## src/rtl/fg_sequencer_pkg.sv

```systemverilog
// Shared types for the function generator and its segment sequencer.
package PKG_FunctionGenerator;

    localparam int bitsDelta = 8;

    typedef enum logic [1:0] {
        SAWTOOTH = 2'd0,
        TRIANGLE = 2'd1,
        SQUARE   = 2'd2,
        SINE     = 2'd3
    } type_t;

    // Duration field width stored in each segment entry.
    localparam int DUR_BITS_DEFAULT = 16;

    typedef struct packed {
        type_t                        shape;
        logic [bitsDelta-1:0]         delta;
        logic [DUR_BITS_DEFAULT-1:0]  dur;
    } seg_t;

    typedef enum logic [1:0] {
        IDLE = 2'd0,
        LOAD = 2'd1,
        RUN  = 2'd2
    } seq_state_t;

endpackage

```

## src/rtl/fg_seq_mem.sv

```systemverilog
// Segment list storage: synchronous write, asynchronous read, no reset.
module fg_seq_mem
    import PKG_FunctionGenerator::*;
#(
    parameter int DEPTH = 16,
    parameter int AW    = $clog2(DEPTH)
) (
    input  logic          clk,
    input  logic          we,
    input  logic [AW-1:0] waddr,
    input  seg_t          wdata,
    input  logic [AW-1:0] raddr,
    output seg_t          rdata
);

    seg_t mem [DEPTH];

    // Write port.
    always_ff @(posedge clk) begin
        if (we) begin
            mem[waddr] <= wdata;
        end
    end

    assign rdata = mem[raddr];

endmodule

```

## src/rtl/fg_sequencer.sv

```systemverilog
// Replays a programmed list of (shape, delta, duration) segments into the
// function generator's sel/delta inputs, once or in a loop.
//
//   state | meaning
//   ------+--------------------------------------------------------------
//   IDLE  | not playing; host may write entries; waits for start
//   LOAD  | one cycle per visited entry; latch entry or skip if dur==0
//   RUN   | segment active; prescaler + tick counter measure duration
module fg_sequencer
    import PKG_FunctionGenerator::*;
#(
    parameter int DEPTH    = 16,
    parameter int DUR_BITS = DUR_BITS_DEFAULT,
    parameter int AW       = $clog2(DEPTH)
) (
    input  logic                 clk,
    input  logic                 rst_n,
    input  logic                 wr_en,
    input  logic [AW-1:0]        wr_addr,
    input  type_t                wr_shape,
    input  logic [bitsDelta-1:0] wr_delta,
    input  logic [DUR_BITS-1:0]  wr_dur,
    output logic                 wr_rej,
    input  logic                 start,
    input  logic                 stop,
    input  logic                 loop,
    input  logic [AW-1:0]        last_idx,
    output type_t                sel,
    output logic [bitsDelta-1:0] delta,
    output logic                 gen_en,
    output logic                 busy,
    output logic [AW-1:0]        seg_idx,
    output logic                 done
);

    seq_state_t           state, state_nxt;
    logic [AW-1:0]        idx_nxt, last_r, last_nxt, adv_idx;
    logic                 loop_r, loop_nxt, adv_last;
    type_t                sel_nxt;
    logic [bitsDelta-1:0] delta_nxt, cnt, cnt_nxt;
    logic [DUR_BITS-1:0]  ticks, ticks_nxt;
    logic                 gen_nxt, done_nxt, rej_nxt, mem_we;
    seg_t                 wr_seg, rd_seg;

    assign wr_seg = '{shape: wr_shape, delta: wr_delta, dur: wr_dur};

    fg_seq_mem #(.DEPTH(DEPTH), .AW(AW)) u_mem (
        .clk   (clk),
        .we    (mem_we),
        .waddr (wr_addr),
        .wdata (wr_seg),
        .raddr (seg_idx),
        .rdata (rd_seg)
    );

    assign busy = (state != IDLE);

    // Where the list goes after the current entry finishes or is skipped.
    always_comb begin
        adv_idx  = '0;
        adv_last = 1'b0;
        if (seg_idx != last_r) begin
            adv_idx = seg_idx + AW'(1);
        end else begin
            adv_last = ~loop_r;
        end
    end

    // Next-state and output logic; stop overrides everything.
    always_comb begin
        state_nxt = state;
        idx_nxt   = seg_idx;
        loop_nxt  = loop_r;
        last_nxt  = last_r;
        sel_nxt   = sel;
        delta_nxt = delta;
        gen_nxt   = gen_en;
        done_nxt  = 1'b0;
        cnt_nxt   = cnt;
        ticks_nxt = ticks;
        mem_we    = 1'b0;
        rej_nxt   = wr_en && (state != IDLE);

        unique case (state)
            IDLE: begin
                mem_we = wr_en;
                if (start && !stop) begin
                    loop_nxt  = loop;
                    last_nxt  = last_idx;
                    idx_nxt   = '0;
                    state_nxt = LOAD;
                end
            end
            LOAD: begin
                if (rd_seg.dur != '0) begin
                    sel_nxt   = rd_seg.shape;
                    delta_nxt = rd_seg.delta;
                    cnt_nxt   = '0;
                    ticks_nxt = '0;
                    gen_nxt   = 1'b1;
                    state_nxt = RUN;
                end else if (adv_last) begin
                    gen_nxt   = 1'b0;
                    done_nxt  = 1'b1;
                    state_nxt = IDLE;
                end else begin
                    idx_nxt   = adv_idx;
                end
            end
            RUN: begin
                if (cnt == delta) begin
                    cnt_nxt   = '0;
                    ticks_nxt = ticks + DUR_BITS'(1);
                    if (ticks == DUR_BITS'(rd_seg.dur - 1'b1)) begin
                        if (adv_last) begin
                            gen_nxt   = 1'b0;
                            done_nxt  = 1'b1;
                            state_nxt = IDLE;
                        end else begin
                            idx_nxt   = adv_idx;
                            state_nxt = LOAD;
                        end
                    end
                end else begin
                    cnt_nxt = cnt + bitsDelta'(1);
                end
            end
            default: state_nxt = IDLE;
        endcase

        if (stop) begin
            state_nxt = IDLE;
            gen_nxt   = 1'b0;
            done_nxt  = 1'b0;
        end
    end

    // State and output registers.
    always_ff @(posedge clk or negedge rst_n) begin
        if (!rst_n) begin
            state   <= IDLE;
            seg_idx <= '0;
            loop_r  <= 1'b0;
            last_r  <= '0;
            sel     <= SAWTOOTH;
            delta   <= '0;
            gen_en  <= 1'b0;
            done    <= 1'b0;
            wr_rej  <= 1'b0;
            cnt     <= '0;
            ticks   <= '0;
        end else begin
            state   <= state_nxt;
            seg_idx <= idx_nxt;
            loop_r  <= loop_nxt;
            last_r  <= last_nxt;
            sel     <= sel_nxt;
            delta   <= delta_nxt;
            gen_en  <= gen_nxt;
            done    <= done_nxt;
            wr_rej  <= rej_nxt;
            cnt     <= cnt_nxt;
            ticks   <= ticks_nxt;
        end
    end

endmodule
```

## config.mk

```make
export PLATFORM = sky130hd
export DESIGN_NAME = fg_sequencer
export DESIGN_NICKNAME = d
export VERILOG_FILES = /design/src/rtl/fg_sequencer_pkg.sv /design/src/rtl/fg_seq_mem.sv /design/src/rtl/fg_sequencer.sv
export SDC_FILE = /design/constraint.sdc
export NUM_CORES = 1
export LEC_CHECK = 0
export CAP_MARGIN = 40
export CORE_MARGIN = 1.5
export CORE_UTILIZATION = 65
export DETAILED_ROUTE_END_ITERATION = 12
export DONT_BUFFER_PORTS = 1
export PLACE_DENSITY = 0.9
export SETUP_SLACK_MARGIN = 0.02
export SYNTH_ARGS = -nofsm -noshare
export SYNTH_HDL_FRONTEND = slang
export SYNTH_SLANG_ARGS = --single-unit
```

## constraint.sdc

```tcl
create_clock -name clk -period 8.33 [get_ports clk]
set_clock_uncertainty 0.2 [all_clocks]
set_input_delay 1.666 -clock clk [delete_from_list [all_inputs] [get_ports clk]]
set_output_delay 1.666 -clock clk [all_outputs]
set_load 0.01 [all_outputs]
```

==> results_dict.tcl <==
set metrics [dict create \
    worst-r2r-cell-count 11 \
    htreeDepth 2 \
    worst_pin_slew_ns 0.9342 \
    grt_pass1_vias 10620 \
    area.growth.synth_to_final_pct 11.68 \
    ys_seq_elements 464 \
    finalCritPeriodShare 0.6322 \
    cp_max_fo 36 \
    ir_drop_v 0.0001791 \
    slew_headroom 0.3749 \
    nets 1071 \
    worst_path_max_delay_cell "dfrtp_4" \
    fin_setup_tns_ns 0 \
    design_area_um2 21130 \
    fp.dieW_um 173.6 \
    holdCritStartpoint "cnt[7]" \
    die_y_um 173.6 \
    cts_inserted_buffers 45 \
    row_count 62 \
    cts_tree "done" \
    crit_required_ns 8.59 \
    status "finished, final reports clean" \
    start_kind "flop" \
    grt-ovfl-total 0 \
    clk_pin_slew_ns 0.07 \
    dpl-instance-area_um2 19650 \
    hold_path.class "reg -> reg" \
    p_sw_uw 1664 \
    max_cap_viol_count 0 \
    setup_viol 0 \
    syn_area_um2 18920 \
    viasPerCell 7.378 \
    ctsHoldBuffers 0 \
    p_leak_uw 0.006730 \
    synthFlopType "edfxtp_1" \
    io_buffers 0 \
    combPwrFrac 0.194 \
    die_area_um2 30130 \
    crit_path_max_incr_delay_ns 0.76 \
    avgSynthCellArea_um2 18.99 \
    initial_core_util 0.6590 \
    worstPathCellList "buf_4 > mux4_2 > mux4_2 > or3_4 > nor3_4 > and4b_1 > nand3_1 > nand2_1 > nand3_1 > nand2b_1 > o21ai_1" \
    antenna_left 0 \
    antenna_found_initial 0 \
    firstDrtPassIters 7 \
    seq_power_share 0.462 \
    hold-path-cell-count 1 \
    arrival_ns 5.53 \
    post_cts_buffers 0 \
    clk_latency_ns 0.58 \
    grt_usage 0.3330 \
    grt_max_degree 57 \
    grt_pass1_wl_um 71690 \
    rr_startpoint "seg_idx[1]" \
    ios 58 \
    totalWireLength_um 48310 \
    yosys_warnings 0 \
    num_vias 10630 \
    dp_hpwl_um 26910 \
    synthCells 996 \
    syn_nets 1045 \
    route.detailed.drc 0 \
    cts_resized 0 \
    p_clk_frac 0.344 \
    synthArstFlopShare 0.1034 \
    drive_above_1_share 0.2348 \
    gp_congestion 0.8954 \
    max_freq_ghz 0.1899 \
    slew_viol_final 0 \
    critPathKind "reg -> reg" \
    period_needed_ns 5.266 \
    hold_viol 0 \
    total_power_uw 6004 \
    wire_per_inst_um 33.55 \
    cp-end-kind "flop" \
    yosysSeqAreaShare 0.7239 \
    startpoint "seg_idx[1]" \
    clock-root-buffer "clkbuf_16" \
    power.density_nw_per_um2 284.2 \
    rsz0062_at_grt "no" \
    internal-power_uw 4340 \
    clock_sinks 464 \
    core-area_um2 28700 \
    n_antenna_cell 0 \
    netSwitchingFraction 0.2772 \
    drt-initial-drc-count 1818 \
    synth_edf_count 416 \
    clk_path_buf_depth 3 \
    yosys.cell_types.count 60 \
]
## per-layer routing
metal	global-route usage	vias up	routed length (um)
li1	-	4090	-
met2	0.5020	975	22270
met4	0.1602	0	2190
met3	0.09298	183	6351
met1	0.4584	5377	17500
met5	0	-	0
## cell usage in the layout, fill, tap and decap left out, types with 11 or more instances in the layout
cell and n:
a21oi_1 16, a22oi_1 14, and3_1 12, buf_12 11, buf_4 11, clkbuf_16 46, dfrtp_1 44, edfxtp_1 416
inv_1 14, mux2_2 22, mux2i_1 24, mux4_2 106, nand2_1 32, nand3_1 21, nor2_1 31, nor2_4 12
o21ai_0 18, xnor2_1 20, xor2_1 21
## state kept, by name, indices dropped and copies added, names as in the netlist
signal,cells
last_r,4
sel,2
gen_en,1
loop_r,1
cnt,8
state,2
delta,8
ticks,16
done,1
u_mem.mem,416
seg_idx,4
wr_rej,1
## per-stage QoR
stage	utilization	instances	worst slack [ns]	hold WS (ns)
5_1_grt	0.7360	1440	2.868	0.3445
3_5_place_dp	0.6846	1359	3.214	0.3067
4_1_cts	0.7360	1440	3.180	0.3146
6_report	0.7360	1440	3.064	0.3154
3_3_place_gp	0.6742	1343	3.432	0.2859
2_1_floorplan	-	996	3.786	0.2646
## synth_stat cells, types with 3 or more instances
cell | number | share of area
nor2b_1 | 5 | 0.0017
dfrtp_1 | 48 | 0.064
edfxtp_1 | 416 | 0.66
and3_1 | 12 | 0.0040
a22oi_1 | 14 | 0.0056
nor2_1 | 43 | 0.0085
o31ai_1 | 8 | 0.0032
and4_1 | 4 | 0.0019
nand3_1 | 21 | 0.0056
a22o_1 | 7 | 0.0032
nand2_1 | 32 | 0.0064
nand4_1 | 3 | 0.00099
clkbuf_1 | 21 | 0.0042
buf_4 | 8 | 0.0032
ha_1 | 9 | 0.0060
mux2i_1 | 24 | 0.013
nand2b_1 | 7 | 0.0023
buf_1 | 7 | 0.0014
nand4b_1 | 4 | 0.0019
nor4_1 | 6 | 0.0020
a21oi_1 | 16 | 0.0042
nor4b_1 | 3 | 0.0014
and2_1 | 4 | 0.0013
o21ai_0 | 18 | 0.0048
xnor2_1 | 20 | 0.0093
mux2_2 | 22 | 0.013
nor3_1 | 11 | 0.0029
xor2_1 | 21 | 0.0097
or3_1 | 9 | 0.0030
o21ai_1 | 7 | 0.0019
buf_2 | 8 | 0.0021
mux4_2 | 106 | 0.13
inv_1 | 14 | 0.0028
buf_6 | 3 | 0.0018
## cell families after synthesis
kind of cell | synth area share
adders and majority gates | 0.005953
DFF | 0.7239
and+or+nand+nor | 0.04762
muxes | 0.1520
xor gates and xnor gates | 0.01898
AOI/OAI and AO/OA | 0.03592
buffers and inverters | 0.01561
## power by group through the flow
stage / Clock (uW) / Combinational, uW / Sequential, uW
global route: 2150 / 1230 / 2790
detailed placement: 0 / 1100 / 2820
global placement: 0 / 1030 / 2810
finish: 2060 / 1170 / 2780
floorplan: 0 / 888 / 2750
CTS: 2070 / 1140 / 2770
## final timing paths
path,endpoint,slack (ns)
max reg2reg,seg_idx[1],3.06
max,seg_idx[1],3.06
min reg2reg,cnt[7],0.32
min,cnt[7],0.32
min in group asynchronous,seg_idx[1],0.60
max in group asynchronous,cnt[3],7.24
## area by class of cell
cell class | instances | area (um2)
clock inverters | 30 | 306.5
repair buffers | 26 | 371.6
flip-flops and latches | 464 | 13700
well taps | 384 | 480.5
clock buffers | 51 | 1170
inverters | 15 | 56.30
multi-input cells | 470 | 5037
fillers | 1464 | 7577
## critical path: cells and delay by family (launching register included)
family	cells	cell delay, ns
AO/OA/AOI/OAI	1	0.26
flip-flops	1	0.76
AND/OR/NAND/NOR	7	2.23
buffers and inverters	1	0.58
multiplexers	2	1.10
Note: power is estimated with default switching activity, not from simulation.
